**config.mk**
```make
export PLATFORM = sky130hd
export DESIGN_NAME = led_pwm_ctl_flat
export DESIGN_NICKNAME = d
export VERILOG_FILES = /design/src/rtl/led_pwm_pkg.sv /design/src/rtl/led_pwm_ctl_if.sv /design/src/rtl/led_channel.sv /design/src/rtl/led_pwm_ctl.sv /design/src/flat_wrapper.sv
export SDC_FILE = /design/constraint.sdc
export NUM_CORES = 1
export LEC_CHECK = 0
export BUFFER_PORTS_ARGS = -buffer_cell sky130_fd_sc_hd__buf_4
export CAP_MARGIN = 25
export CORE_UTILIZATION = 54
export CTS_BUF_LIST = sky130_fd_sc_hd__clkbuf_2 sky130_fd_sc_hd__clkbuf_4 sky130_fd_sc_hd__clkbuf_8
export CTS_CLUSTER_SIZE = 28
export DETAILED_ROUTE_END_ITERATION = 6
export PLACE_DENSITY = 0.75
export REMOVE_ABC_BUFFERS = 1
export SETUP_SLACK_MARGIN = 0.05
export SYNTH_ARGS = -nofsm -noshare
export SYNTH_HDL_FRONTEND = slang
export SYNTH_SLANG_ARGS = --single-unit
```
**constraint.sdc**
```tcl
create_clock -name clk_i -period 5.3 [get_ports clk_i]
set_input_delay 1.06 -clock clk_i [delete_from_list [all_inputs] [get_ports clk_i]]
set_output_delay 1.06 -clock clk_i [all_outputs]
set_load 0.02 [all_outputs]
```
**src/rtl/led_pwm_pkg.sv**
```systemverilog
// Shared constants for the status-LED driver: channel modes, special register
// addresses and the CTRL reset value.
package led_pwm_pkg;

  typedef enum logic [1:0] {
    MODE_OFF      = 2'b00,
    MODE_ON       = 2'b01,
    MODE_BLINK    = 2'b10,
    MODE_ACTIVITY = 2'b11
  } mode_e;

  localparam logic [3:0] ADDR_STATUS = 4'hE;
  localparam logic [3:0] ADDR_GLOBAL = 4'hF;
  localparam logic [7:0] CTRL_RESET  = 8'hC8;

endpackage

```
**src/rtl/led_pwm_ctl_if.sv**
```systemverilog
// Support-CPU IO bus slot seen by the LED driver: write/read strobes, address,
// write data and registered read data.
interface led_pwm_ctl_if;
  logic       wr_i;
  logic       rd_i;
  logic [3:0] A_i;
  logic [7:0] D_i;
  logic [7:0] D_o;

  modport master (output wr_i, rd_i, A_i, D_i, input D_o);
  modport slave  (input wr_i, rd_i, A_i, D_i, output D_o);
endinterface

```
**src/rtl/led_channel.sv**
```systemverilog
// One LED channel: CTRL register, activity stretch counter and mode mux that
// produces the registered LED drive from the shared PWM/blink timebase.
module led_channel
  import led_pwm_pkg::*;
#(
  parameter int PWM_BITS     = 4,
  parameter int STRETCH_BITS = 21
) (
  input  logic                clk_i,
  input  logic                reset_i,
  input  logic                i_we,
  input  logic [1:0]          i_wmode,
  input  logic [PWM_BITS-1:0] i_wduty,
  input  logic                i_activity,
  input  logic                i_level,
  input  logic [PWM_BITS-1:0] i_pwm_cnt,
  input  logic                i_blink_ph,
  output logic [7:0]          o_ctrl,
  output logic                o_led
);

  mode_e                   r_mode;
  logic [PWM_BITS-1:0]     r_duty;
  logic [STRETCH_BITS-1:0] r_stretch;
  logic                    r_led;

  logic w_pwm_on;
  logic w_stretch;
  logic w_led_nxt;

  always_ff @(posedge clk_i) begin
    if (reset_i) begin
      r_mode <= mode_e'(CTRL_RESET[7:6]);
      r_duty <= PWM_BITS'(CTRL_RESET[5:0]);
    end else if (i_we) begin
      r_mode <= mode_e'(i_wmode);
      r_duty <= i_wduty;
    end
  end

  // A new activity strobe always restarts the full stretch, even mid-count.
  always_ff @(posedge clk_i) begin
    if (reset_i)
      r_stretch <= '0;
    else if (i_activity)
      r_stretch <= '1;
    else if (r_stretch != '0)
      r_stretch <= r_stretch - 1'b1;
  end

  always_comb begin
    w_pwm_on  = (i_pwm_cnt < r_duty);
    w_stretch = (r_stretch != '0);
    w_led_nxt = 1'b0;
    case (r_mode)
      MODE_OFF:      w_led_nxt = 1'b0;
      MODE_ON:       w_led_nxt = w_pwm_on;
      MODE_BLINK:    w_led_nxt = i_blink_ph & w_pwm_on;
      MODE_ACTIVITY: w_led_nxt = w_stretch | (i_level & w_pwm_on);
      default:       w_led_nxt = 1'b0;
    endcase
  end

  always_ff @(posedge clk_i) begin
    if (reset_i)
      r_led <= 1'b0;
    else
      r_led <= w_led_nxt;
  end

  assign o_ctrl = {r_mode, 6'(r_duty)};
  assign o_led  = r_led;

endmodule

```
**src/rtl/led_pwm_ctl.sv**
```systemverilog
// Multi-channel status-LED driver: shared PWM/blink counters, GLOBAL register,
// register decode and registered read-back on the IO bus.
module led_pwm_ctl
  import led_pwm_pkg::*;
#(
  parameter int NUM_LEDS     = 4,
  parameter int PWM_BITS     = 4,
  parameter int STRETCH_BITS = 21,
  parameter int BLINK_BITS   = 24
) (
  input  logic                clk_i,
  input  logic                reset_i,
  led_pwm_ctl_if.slave        bus,
  input  logic [NUM_LEDS-1:0] activity_i,
  input  logic [NUM_LEDS-1:0] level_i,
  output logic [NUM_LEDS-1:0] led_o
);

  logic [PWM_BITS-1:0]   r_pwm_cnt;
  logic [BLINK_BITS-1:0] r_blink_cnt;
  logic [1:0]            r_global;
  logic [7:0]            r_dout;

  logic                w_blink_ph;
  logic [NUM_LEDS-1:0] w_ctrl_we;
  logic [7:0]          w_ctrl_rd [NUM_LEDS];
  logic [7:0]          w_rdata;
  logic                w_unused_wdata;

  // Bits of D_i not stored by any register are intentionally discarded.
  assign w_unused_wdata = ^bus.D_i;

  always_ff @(posedge clk_i) begin
    if (reset_i) begin
      r_pwm_cnt   <= '0;
      r_blink_cnt <= '0;
    end else begin
      r_pwm_cnt   <= r_pwm_cnt + 1'b1;
      r_blink_cnt <= r_blink_cnt + 1'b1;
    end
  end

  always_ff @(posedge clk_i) begin
    if (reset_i)
      r_global <= 2'd0;
    else if (bus.wr_i && (bus.A_i == ADDR_GLOBAL))
      r_global <= bus.D_i[1:0];
  end

  // Larger rate picks a lower prescaler bit, i.e. a faster blink.
  always_comb begin
    w_blink_ph = 1'b0;
    case (r_global)
      2'd0: w_blink_ph = r_blink_cnt[BLINK_BITS-1];
      2'd1: w_blink_ph = r_blink_cnt[BLINK_BITS-2];
      2'd2: w_blink_ph = r_blink_cnt[BLINK_BITS-3];
      2'd3: w_blink_ph = r_blink_cnt[BLINK_BITS-4];
      default: w_blink_ph = 1'b0;
    endcase
  end

  for (genvar g = 0; g < NUM_LEDS; g++) begin : g_ch
    assign w_ctrl_we[g] = bus.wr_i && (bus.A_i == 4'(g));

    led_channel #(
      .PWM_BITS     (PWM_BITS),
      .STRETCH_BITS (STRETCH_BITS)
    ) u_ch (
      .clk_i      (clk_i),
      .reset_i    (reset_i),
      .i_we       (w_ctrl_we[g]),
      .i_wmode    (bus.D_i[7:6]),
      .i_wduty    (bus.D_i[PWM_BITS-1:0]),
      .i_activity (activity_i[g]),
      .i_level    (level_i[g]),
      .i_pwm_cnt  (r_pwm_cnt),
      .i_blink_ph (w_blink_ph),
      .o_ctrl     (w_ctrl_rd[g]),
      .o_led      (led_o[g])
    );
  end

  always_comb begin
    w_rdata = 8'h00;
    if (bus.A_i == ADDR_STATUS)
      w_rdata = 8'(led_o);
    else if (bus.A_i == ADDR_GLOBAL)
      w_rdata = {6'd0, r_global};
    else
      for (int i = 0; i < NUM_LEDS; i++)
        if (bus.A_i == 4'(i)) w_rdata = w_ctrl_rd[i];
  end

  // Read mux sees pre-edge register state, so a same-edge write reads old data.
  always_ff @(posedge clk_i) begin
    if (reset_i)
      r_dout <= 8'h00;
    else if (bus.rd_i)
      r_dout <= w_rdata;
  end

  assign bus.D_o = r_dout;

endmodule

```
**src/flat_wrapper.sv**
```systemverilog
// flat-port wrapper written by rule: the top's interface ports become plain ports
module led_pwm_ctl_flat import led_pwm_pkg::*;
#(
  parameter int NUM_LEDS     = 4,
  parameter int PWM_BITS     = 4,
  parameter int STRETCH_BITS = 21,
  parameter int BLINK_BITS   = 24
)
  (clk_i, reset_i, activity_i, level_i, led_o, bus_wr_i, bus_rd_i, bus_A_i, bus_D_i, bus_D_o);
  led_pwm_ctl_if bus_i ();
  input  logic clk_i;
  input  logic reset_i;
  input  logic [NUM_LEDS-1:0] activity_i;
  input  logic [NUM_LEDS-1:0] level_i;
  output logic [NUM_LEDS-1:0] led_o;
  input wire logic [$bits(bus_i.wr_i)-1:0] bus_wr_i;
  input wire logic [$bits(bus_i.rd_i)-1:0] bus_rd_i;
  input wire logic [$bits(bus_i.A_i)-1:0] bus_A_i;
  input wire logic [$bits(bus_i.D_i)-1:0] bus_D_i;
  output wire logic [$bits(bus_i.D_o)-1:0] bus_D_o;
  assign bus_i.wr_i = bus_wr_i;
  assign bus_i.rd_i = bus_rd_i;
  assign bus_i.A_i = bus_A_i;
  assign bus_i.D_i = bus_D_i;
  assign bus_D_o = bus_i.D_o;
  led_pwm_ctl #(.NUM_LEDS(NUM_LEDS), .PWM_BITS(PWM_BITS), .STRETCH_BITS(STRETCH_BITS), .BLINK_BITS(BLINK_BITS)) u_core (.clk_i(clk_i), .reset_i(reset_i), .bus(bus_i), .activity_i(activity_i), .level_i(level_i), .led_o(led_o));
endmodule
```
# After elaboration in Yosys (flattened, before gate mapping)
# Cells that the tools add are included.
[word_totals]
register_bits = 150
latch_bits = 0
ramBits = 0
rom_bits = 0
out_inout_bits = 12
wordCells = 100
mem_count = 0
[classes]
n_addsub = 6
mul = 0
div_mod_pow = 0
n_lt_le_gt_ge = 4
n_eq_ne = 20
n_shift = 0
n_mux = 19
bitwise_logic = 12
reduce_logical = 19
[ops]
columns = ["operator", "n"]
rows = [
  ["$mux 21", 8],
  ["$reduce_bool 21->1", 4],
  ["$sub 21x1->21 const B", 4],
  ["$mux 8", 6],
  ["$add 24x1->24 const B", 1],
  ["$eq 2x2->1 const B", 10],
  ["$pmux 1 s4", 5],
  ["$lt 4x4->1", 4],
  ["$eq 2x1->1 const B", 5],
  ["$logic_not 2->1", 5],
  ["$and 1x1->1", 8],
  ["$eq 4x2->1 const B", 2],
  ["$eq 4x4->1 const B", 2],
  ["$reduce_bool 2->1", 4],
  ["$logic_and 1x1->1", 5],
  ["$add 4x1->4 const B", 1],
  ["$eq 4x1->1 const B", 1],
  ["$logic_not 4->1", 1],
  ["$or 1x1->1", 4],
]

# Logic depth before layout (Yosys ltp)
# Gate-level depths: netlist of run 1.
[depth]
ltp_word = 7
depth_mapped = 8
ltp_nobuf = 7

# Cells and area by module
# From an unflattened synthesis of run 1, not the netlist that was laid out.
[hier_totals]
cells_unflattened = 921
hier_area_um2 = 8026.4
[by_module_without_submodules]
columns = ["module", "instances", "cells_each", "area_per_inst_um2"]
rows = [
  ["led_channel at u_core.g_ch[1].u_ch ...", 3, 177, 1540.2],
  ["led_pwm_ctl", 1, 225, 1949.4],
  ["led_channel at u_core.g_ch[0].u_ch", 1, 165, 1456.4],
]

# Worst setup path after synthesis of run 1
# Ideal clock, no wire load.
[synth_timing]
path_kind = "input to register"
from = "input bus_A_i[3]"
to = "register u_core.g_ch[0].u_ch.r_mode[0]"
setup_time_ns = 0.129
arrival_time_ns = 2.434
path_slack_ns = 2.737
stages = 5
n_path_buf = 0
path_cell_list = "nor2_1 nand2_1 nor3_1 mux2i_1 nand2_1"
[synth_between]
elab_chain_cells = 2
[synth_rtl]
columns = ["item", "line_no", "rtl"]
rows = [
  ["from (decl)", "flat_wrapper.sv:18", "input wire logic [$bits(bus_i.A_i)-1:0] bus_A_i;"],
  ["$logic_not 4->1", "led_pwm_ctl.sv:63", "assign w_ctrl_we[g] = bus.wr_i && (bus.A_i == 4'(g));"],
  ["$logic_and 1x1->1", "led_pwm_ctl.sv:63", ""],
  ["to (signal assigned)", "led_channel.sv:33", "r_mode <= mode_e'(CTRL_RESET[7:6]);"],
  ["to (signal assigned)", "led_channel.sv:36", "r_mode <= mode_e'(i_wmode);"],
  ["to (decl)", "led_channel.sv:22", "mode_e r_mode;"],
]
# No other way between the ends.
# A chain may end at the register's enable or synchronous reset.

# Final worst setup path of run 1
[layout_timing]
from = "register u_core.g_ch[1].u_ch.r_stretch[0]"
to = "register u_core.g_ch[1].u_ch.r_stretch[1]"
[layout_between]
elab_chain_cells = 3
[layout_rtl]
columns = ["item", "line_no", "rtl"]
rows = [
  ["from (decl)", "led_channel.sv:24", "logic [STRETCH_BITS-1:0] r_stretch;"],
  ["from (signal assigned)", "led_channel.sv:48", "r_stretch <= r_stretch - 1'b1;"],
  ["$sub 21x1->21", "led_channel.sv:48", ""],
  ["$mux 21", "led_channel.sv:47", "else if (r_stretch != '0)"],
  ["$mux 21", "led_channel.sv:45", "else if (i_activity)"],
]
# Parallel ways exist; a longest one is shown, timed or not. The select of a mux whose other input is x is not followed.

==> impl_metrics.csv, run 1 <==
group,metric,value,unit
run_status,outcome,"finished, final reports clean",
sta,setup_slack,2.64,ns
global_route,grt_pass1_wl,25900,µm
sta,max_freq,376,MHz
finish,nFillCells,1230,
sta,tightest_slew,0.894,ns
hold_path,hold_path_end,"u_core.r_blink_cnt[0]$_SDFF_PP0_",
global_route,met2_usage,35.5,%
hold_path,hold_path_depth,1,
floorplan,start_util,55.5,%
finish,diodes,0,
synth,yosys.area_share.simple,25.2,%
clocking,cts_tree,"done",
finish,nNetsFinal,909,
floorplan,fp.dieW,119,µm
synth,yosysMostFrequentCell,"dfxtp_1",
global_route,grt_pass1_vias,5546,
power_and_ir_drop,powerDensity,301,mW/mm²
worst_setup_path,endpoint_kind,"register",
finish,drive_gt1_share,11.0,%
worst_setup_path,worstPathMaxFanout,6,
route,drt-pass1-iter-count,5,
sta,tns,0,ns
floorplan,coreArea,0.0133,mm²
worst_setup_path,crit_chain,"inv_1 -> ha_1 -> or4b_2 -> or4b_1 -> nor2_2 -> mux2_2 -> a21oi_1",
synth,yosys_warnings,0,
hold_path,min_from,"u_core.r_blink_cnt[0]$_SDFF_PP0_",
floorplan,row_count,42,
route,via_count,6082,
global_route,grt_max_degree,88,
placed_design,place_congestion,0.816,
global_route,grtUsageMet3,5.56,%
synth,muxShareOfSynthArea,5.00,%
global_route,antenna_found_initial,0,
clocking,clock-sinks,148,
placed_design,dp_hpwl,10100,µm
synth,synthTopCellsByCount,"dfxtp_1 (148), a21oi_1 (90), nor2_1 (70)",
worst_setup_path,worstReg2RegEnd,"u_core.g_ch[1].u_ch.r_stretch[1]$_SDFFE_PP0P_",
sta,finalHoldViolations,0,
worst_setup_path,reg2reg_from,"u_core.g_ch[1].u_ch.r_stretch[0]$_SDFFE_PP0P_",
route,wl_per_cell,14.2,µm
synth,synth_top_family_by_area,"simple AND/OR/NAND/NOR gates",
global_route,gr-total-overflow,0,
sta,maxSlewViolCount,0,
global_route,top_usage_layer,"met2",
synth,synth_ff_type,"dfxtp_1",
worst_setup_path,crit_type,"reg2reg",
clocking,cts_resized,0,
worst_setup_path,r2r_cells,7,
power_and_ir_drop,cellLeakagePower,3.05,nW
route,drtAntennaViolNets,0,
worst_setup_path,cp_slowest_cell,"or4b_2",
worst_setup_path,cpPeakStageDelay,0.63,ns
synth,synth.avg_cell_area,8.66,µm²
global_route,grt_usage,22.4,%
floorplan,die_y,119,µm
synth,synth-xor-area-share,8.42,%
worst_setup_path,cp.required,5.67,ns
clocking,holdBufCountCts,0,
floorplan,io_pins,36,
synth,ys_seq_area_share,40.1,%
synth,async_flop_share,0,%
sta,relSlewSlack,40.4,%
synth,synth_fa_ha_area_share,3.73,%
worst_setup_path,cp-start-kind,"register",
clocking,numCtsBuffers,17,
synth,synth-seq-cells,148,
synth,syn-instance-count,852,
sta,rsz0062_at_grt,"false",
power_and_ir_drop,vdd_drop_max,183,µV
synth,syn-cell-area,0.00738,mm²
placed_design,preCtsSetupSlack,2.16,ns
sta,finClkSkew,0.0138,ns
sta,post-route-period-util,50.2,%
route,drtIter0Drc,441,
worst_setup_path,r2r_setup_slack,2.64,ns
worst_setup_path,worstPathBufferInverterCount,1,
job,cap_violations,0,
synth,synth.top_cell.area_share,40.1,%
worst_setup_path,critPathTopFamily,"simple AND/OR/NAND/NOR gates",
synth,synth_cell_type_count,65,
synth,ys_top_cells_by_area,"dfxtp_1 (40%), a21oi_1 (6.1%), xnor2_1 (5.0%)",
route,routed_wl,15000,µm
clocking,clockBufferDepth,2,
placed_design,io_buffer_count,31,
finish,area_growth,9.59,%
route,viasPerCell,5.78,
global_route,met1_usage,30.0,%
synth,synth_edf_count,0,
clocking,clk_pin_slew,0.07,ns
worst_setup_path,crit_arrival,3.03,ns
hold_path,min_path_type,"reg2reg",
clocking,h-tree-depth,4,
synth,synth_compound_area_share,13.2,%
clocking,clock_latency,0.45,ns
clocking,cts_setup_buffers,0,
floorplan,die_area,0.0141,mm²
synth,yosys.area.top_type,"dfxtp_1",
sta,setup_viol,0,
power_and_ir_drop,finalPower,2.43,mW
route,route.detailed.drc,0,
sta,fin_crit,2.66,ns
clocking,cts-root-buf,"clkbuf_8",
## worst max path at each step
stage	from	endpoint	cells after the start
global placement	bus_A_i[3]	u_core.g_ch[0].u_ch.r_duty[0]$_SDFFE_PP0P_	6
global route	u_core.g_ch[1].u_ch.r_stretch[0]$_SDFFE_PP0P_	u_core.g_ch[1].u_ch.r_stretch[1]$_SDFFE_PP0P_	7
detailed placement	bus_A_i[3]	u_core.g_ch[0].u_ch.r_duty[2]$_SDFFE_PP0P_	6
finish	u_core.g_ch[1].u_ch.r_stretch[0]$_SDFFE_PP0P_	u_core.g_ch[1].u_ch.r_stretch[1]$_SDFFE_PP0P_	7
floorplan	u_core.g_ch[3].u_ch.r_stretch[0]$_SDFFE_PP0P_	u_core.g_ch[3].u_ch.r_stretch[1]$_SDFFE_PP0P_	7
CTS	bus_A_i[3]	u_core.g_ch[0].u_ch.r_duty[0]$_SDFFE_PP0P_	6
## flip-flops by register name, summed over array words and instances, names as in the netlist
register	count
u_core.g_ch.u_ch.o_led	4
u_core.r_global	2
u_core.bus.D_o	6
u_core.g_ch.u_ch.r_stretch	84
u_core.g_ch.u_ch.r_mode	8
u_core.g_ch.u_ch.r_duty	16
u_core.r_blink_cnt	24
u_core.r_pwm_cnt	4
## where the power goes
group | internal (mW) | leakage [nW] | switching, mW | total, mW
Combinational | 0.120 | 1.61 | 0.154 | 0.274
Sequential | 1.17 | 1.23 | 0.0610 | 1.24
Clock | 0.510 | 0.223 | 0.413 | 0.923
Total | 1.80 | 3.05 | 0.628 | 2.43
## kinds of logic (layout without fill, tap and decap cells)
kind of cell	count (synthesis)	after routing
simple gates	336	336
mux	33	33
other cells	1	2
flops	148	148
fa+ha+maj	22	22
compound gates	166	166
buf+inv	75	98
xor+xnor	71	71
## layout by cell type (no fill, tap or decap), types with 8 or more instances in the layout
cell      netlist  routed
mux2i_1        29      29
dfxtp_1       148     148
nor4_1         28      28
inv_1          29      29
nand2b_1       10      10
nand2_1        52      52
nand3_1        35      35
a21oi_1        90      90
or4_1          15      15
xor2_1         29      29
ha_1           22      22
nand4_1        10      10
a31oi_1        11      11
a211oi_1        9       9
and4_1          8       8
nor3_1         28      28
or2_2          11      11
or3_1          17      17
nor2_1         70      70
o21ai_0        23      23
buf_4           6      34
xnor2_1        42      42
clkbuf_8        0      20
nor2b_1         9       9
## per-layer routing
layer	up-vias	routed length [µm]
met4	0	120
met2	104	6860
met3	8	614
met1	2887	7380
li1	3083	-
met5	-	0
## per-stage QoR
stage,hold WS (ns),utilization [%],instances,cell area (µm²)
detailed placement,0.452,57.7,1019,7670
global route,0.493,60.9,1052,8090
global placement,0.440,57.7,1019,7670
finish,0.468,60.9,1052,8090
floorplan,0.426,-,809,7190
CTS,0.470,60.8,1051,8090
## area by class of cell
class | instances | area [µm²] | area share, %
tap | 176 | 220 | 2.72
clock inverter | 10 | 129 | 1.59
inverter | 31 | 116 | 1.44
timing repair buffer | 35 | 260 | 3.22
multi-input combinational | 630 | 4110 | 50.8
sequential | 148 | 2960 | 36.6
clock buffer | 22 | 290 | 3.59
(Power assumes the default switching activity.)
==> run 2, diff against run 1 <==
==> constraint.sdc (replaced) <==
create_clock -name clk_i -period 2.5 [get_ports clk_i]
set_input_delay 0.5 -clock clk_i [delete_from_list [all_inputs] [get_ports clk_i]]
set_output_delay 0.5 -clock clk_i [all_outputs]
set_load 0.02 [all_outputs]
==> impl_metrics.csv, run 2 (same netlist as run 1, synthesis figures left out) <==
group,metric,value,unit
route,route.detailed.drc,0,
placed_design,preCtsSetupSlack,0.0993,ns
hold_path,min_path_type,"in2reg",
route,via_count,6077,
route,routed_wl,15400,µm
clocking,h-tree-depth,4,
route,drtIter0Drc,395,
finish,largest_reg_flops,84,
floorplan,die_area,0.0141,mm²
floorplan,row_count,42,
global_route,grt_pass1_wl,26300,µm
clocking,cts_tree,"done",
sta,setup_viol,0,
clocking,clock_latency,0.46,ns
finish,drive_gt1_share,13.1,%
sta,post-route-period-util,93.7,%
global_route,gr-total-overflow,0,
clocking,holdBufCountCts,0,
sta,setup_slack,0.158,ns
clocking,numCtsBuffers,17,
power_and_ir_drop,p_sw,1.41,mW
route,drt-pass1-iter-count,7,
clocking,clockBufferDepth,2,
power_and_ir_drop,seqPwrFrac,49.7,%
sta,fin_crit,2.34,ns
sta,finClkSkew,0.00929,ns
finish,layout_commonest_cell,"dfxtp_1",
route,viasPerCell,5.67,
power_and_ir_drop,vdd_drop_max,350,µV
clocking,cts-root-buf,"clkbuf_8",
power_and_ir_drop,swShare,26.8,%
finish,diodes,0,
sta,maxSlewViolCount,0,
placed_design,dpl_cell_area,0.00783,mm²
worst_setup_path,crit_chain,"inv_1 -> ha_1 -> or4b_1 -> or2_1 -> or4_4 -> a32o_1 -> a22o_1",
route,drtAntennaViolNets,0,
worst_setup_path,cpPeakStageDelay,0.50,ns
run_status,outcome,"finished, final reports clean",
global_route,grt_max_degree,95,
route,wl_per_cell,14.4,µm
clocking,clk_pin_slew,0.09,ns
worst_setup_path,worstPathMaxFanout,9,
global_route,met2_usage,36.5,%
placed_design,io_buffer_count,31,
placed_design,dp_hpwl,10600,µm
floorplan,io_pins,36,
floorplan,die_y,119,µm
worst_setup_path,crit_arrival,2.69,ns
global_route,grt_pass1_vias,5645,
power_and_ir_drop,powerDensity,637,mW/mm²
worst_setup_path,crit_type,"reg2reg",
power_and_ir_drop,pwr-share-comb,11.7,%
sta,max_freq,427,MHz
global_route,grt_usage,22.8,%
floorplan,start_util,55.5,%
power_and_ir_drop,intPower,3.86,mW
finish,nNetsFinal,928,
sta,relSlewSlack,60.0,%
worst_setup_path,endpoint_kind,"register",
global_route,met1_usage,30.6,%
finish,final_area,0.00828,mm²
finish,top_register,"u_core.g_ch.u_ch.r_stretch",
sta,finalHoldViolations,0,
placed_design,place_congestion,0.845,
clocking,clock-sinks,148,
power_and_ir_drop,cellLeakagePower,3.15,nW
global_route,top_usage_layer,"met2",
sta,tightest_slew,0.600,ns
worst_setup_path,cp_slowest_cell,"or4_4",
floorplan,coreArea,0.0133,mm²
finish,top_regs,"u_core.g_ch.u_ch.r_stretch (84), u_core.r_blink_cnt (24), u_core.g_ch.u_ch.r_duty (16)",
global_route,antenna_found_initial,0,
sta,rsz0062_at_grt,"false",
finish,area_growth,12.2,%
floorplan,fp.dieW,119,µm
finish,final_cell_mix,"dfxtp_1 (148), a21oi_1 (90), nor2_1 (70)",
job,cap_violations,0,
worst_setup_path,cp.required,2.85,ns
global_route,grtUsageMet3,4.26,%
worst_setup_path,cp-start-kind,"register",
power_and_ir_drop,clockPowerShare,38.6,%
## run 2: cell type report
type                       instances  area, µm²
fill                            1124       5010
multi-input combinational        630       4130
sequential                       148       2960
timing repair buffer              54        418
clock buffer                      17        234
tap                              176        220
clock inverter                    15        205
inverter                          31        116
## run 2: path summary, 6_finish.rpt
path                                                 start                                          to  slack (ns)  cells after the start
max          u_core.g_ch[0].u_ch.r_stretch[0]$_SDFFE_PP0P_        u_core.g_ch[0].u_ch.o_led$_SDFF_PP0_        0.16                      7
min                                             bus_D_i[6]  u_core.g_ch[2].u_ch.r_mode[0]$_SDFFE_PP1P_        0.28                      3
max reg2reg  u_core.g_ch[0].u_ch.r_stretch[0]$_SDFFE_PP0P_        u_core.g_ch[0].u_ch.o_led$_SDFF_PP0_        0.16                      7
min reg2reg               u_core.r_blink_cnt[0]$_SDFF_PP0_            u_core.r_blink_cnt[0]$_SDFF_PP0_        0.46                      1
## run 2: worst max-delay path, delay by kind of cell, from the launching register on
family,cells,cell delay [ns]
buffers and inverters,1,0.08
AOI/OAI and AO/OA,2,0.46
adders and majority gates,1,0.17
DFF,1,0.33
and+or+nand+nor,3,1.20
## run 2: routing by layer
layer	up-vias	part of all wire [%]
met3	19	3.3
li1	3121	-
met4	0	1.5
met2	94	46
met1	2843	50
met5	-	0
## run 2: timing repair
item                       4_1_cts  5_1_grt
buffers inserted                 0        0
resized for setup                0        4
setup endpoints to repair        0        8
## run 2: power groups by stage
stage,combinational [mW],clock [mW],sequential [mW]
global route,0.688,2.19,2.64
detailed placement,0.610,0,2.67
floorplan,0.392,0,2.65
finish,0.616,2.04,2.62
CTS,0.614,2.09,2.62
global placement,0.595,0,2.67
## run 2: metrics by stage
stage	util [%]	total power, mW	setup TNS, ns	hold WS [ns]	instances
2_1_floorplan	-	3.04	-1.79	0.426	809
3_3_place_gp	58.9	3.26	0	0.439	1039
3_5_place_dp	58.9	3.28	0	0.448	1039
4_1_cts	62.2	5.32	0	0.264	1071
5_1_grt	62.3	5.52	0	0.276	1071
6_report	62.3	5.28	0	0.281	1071
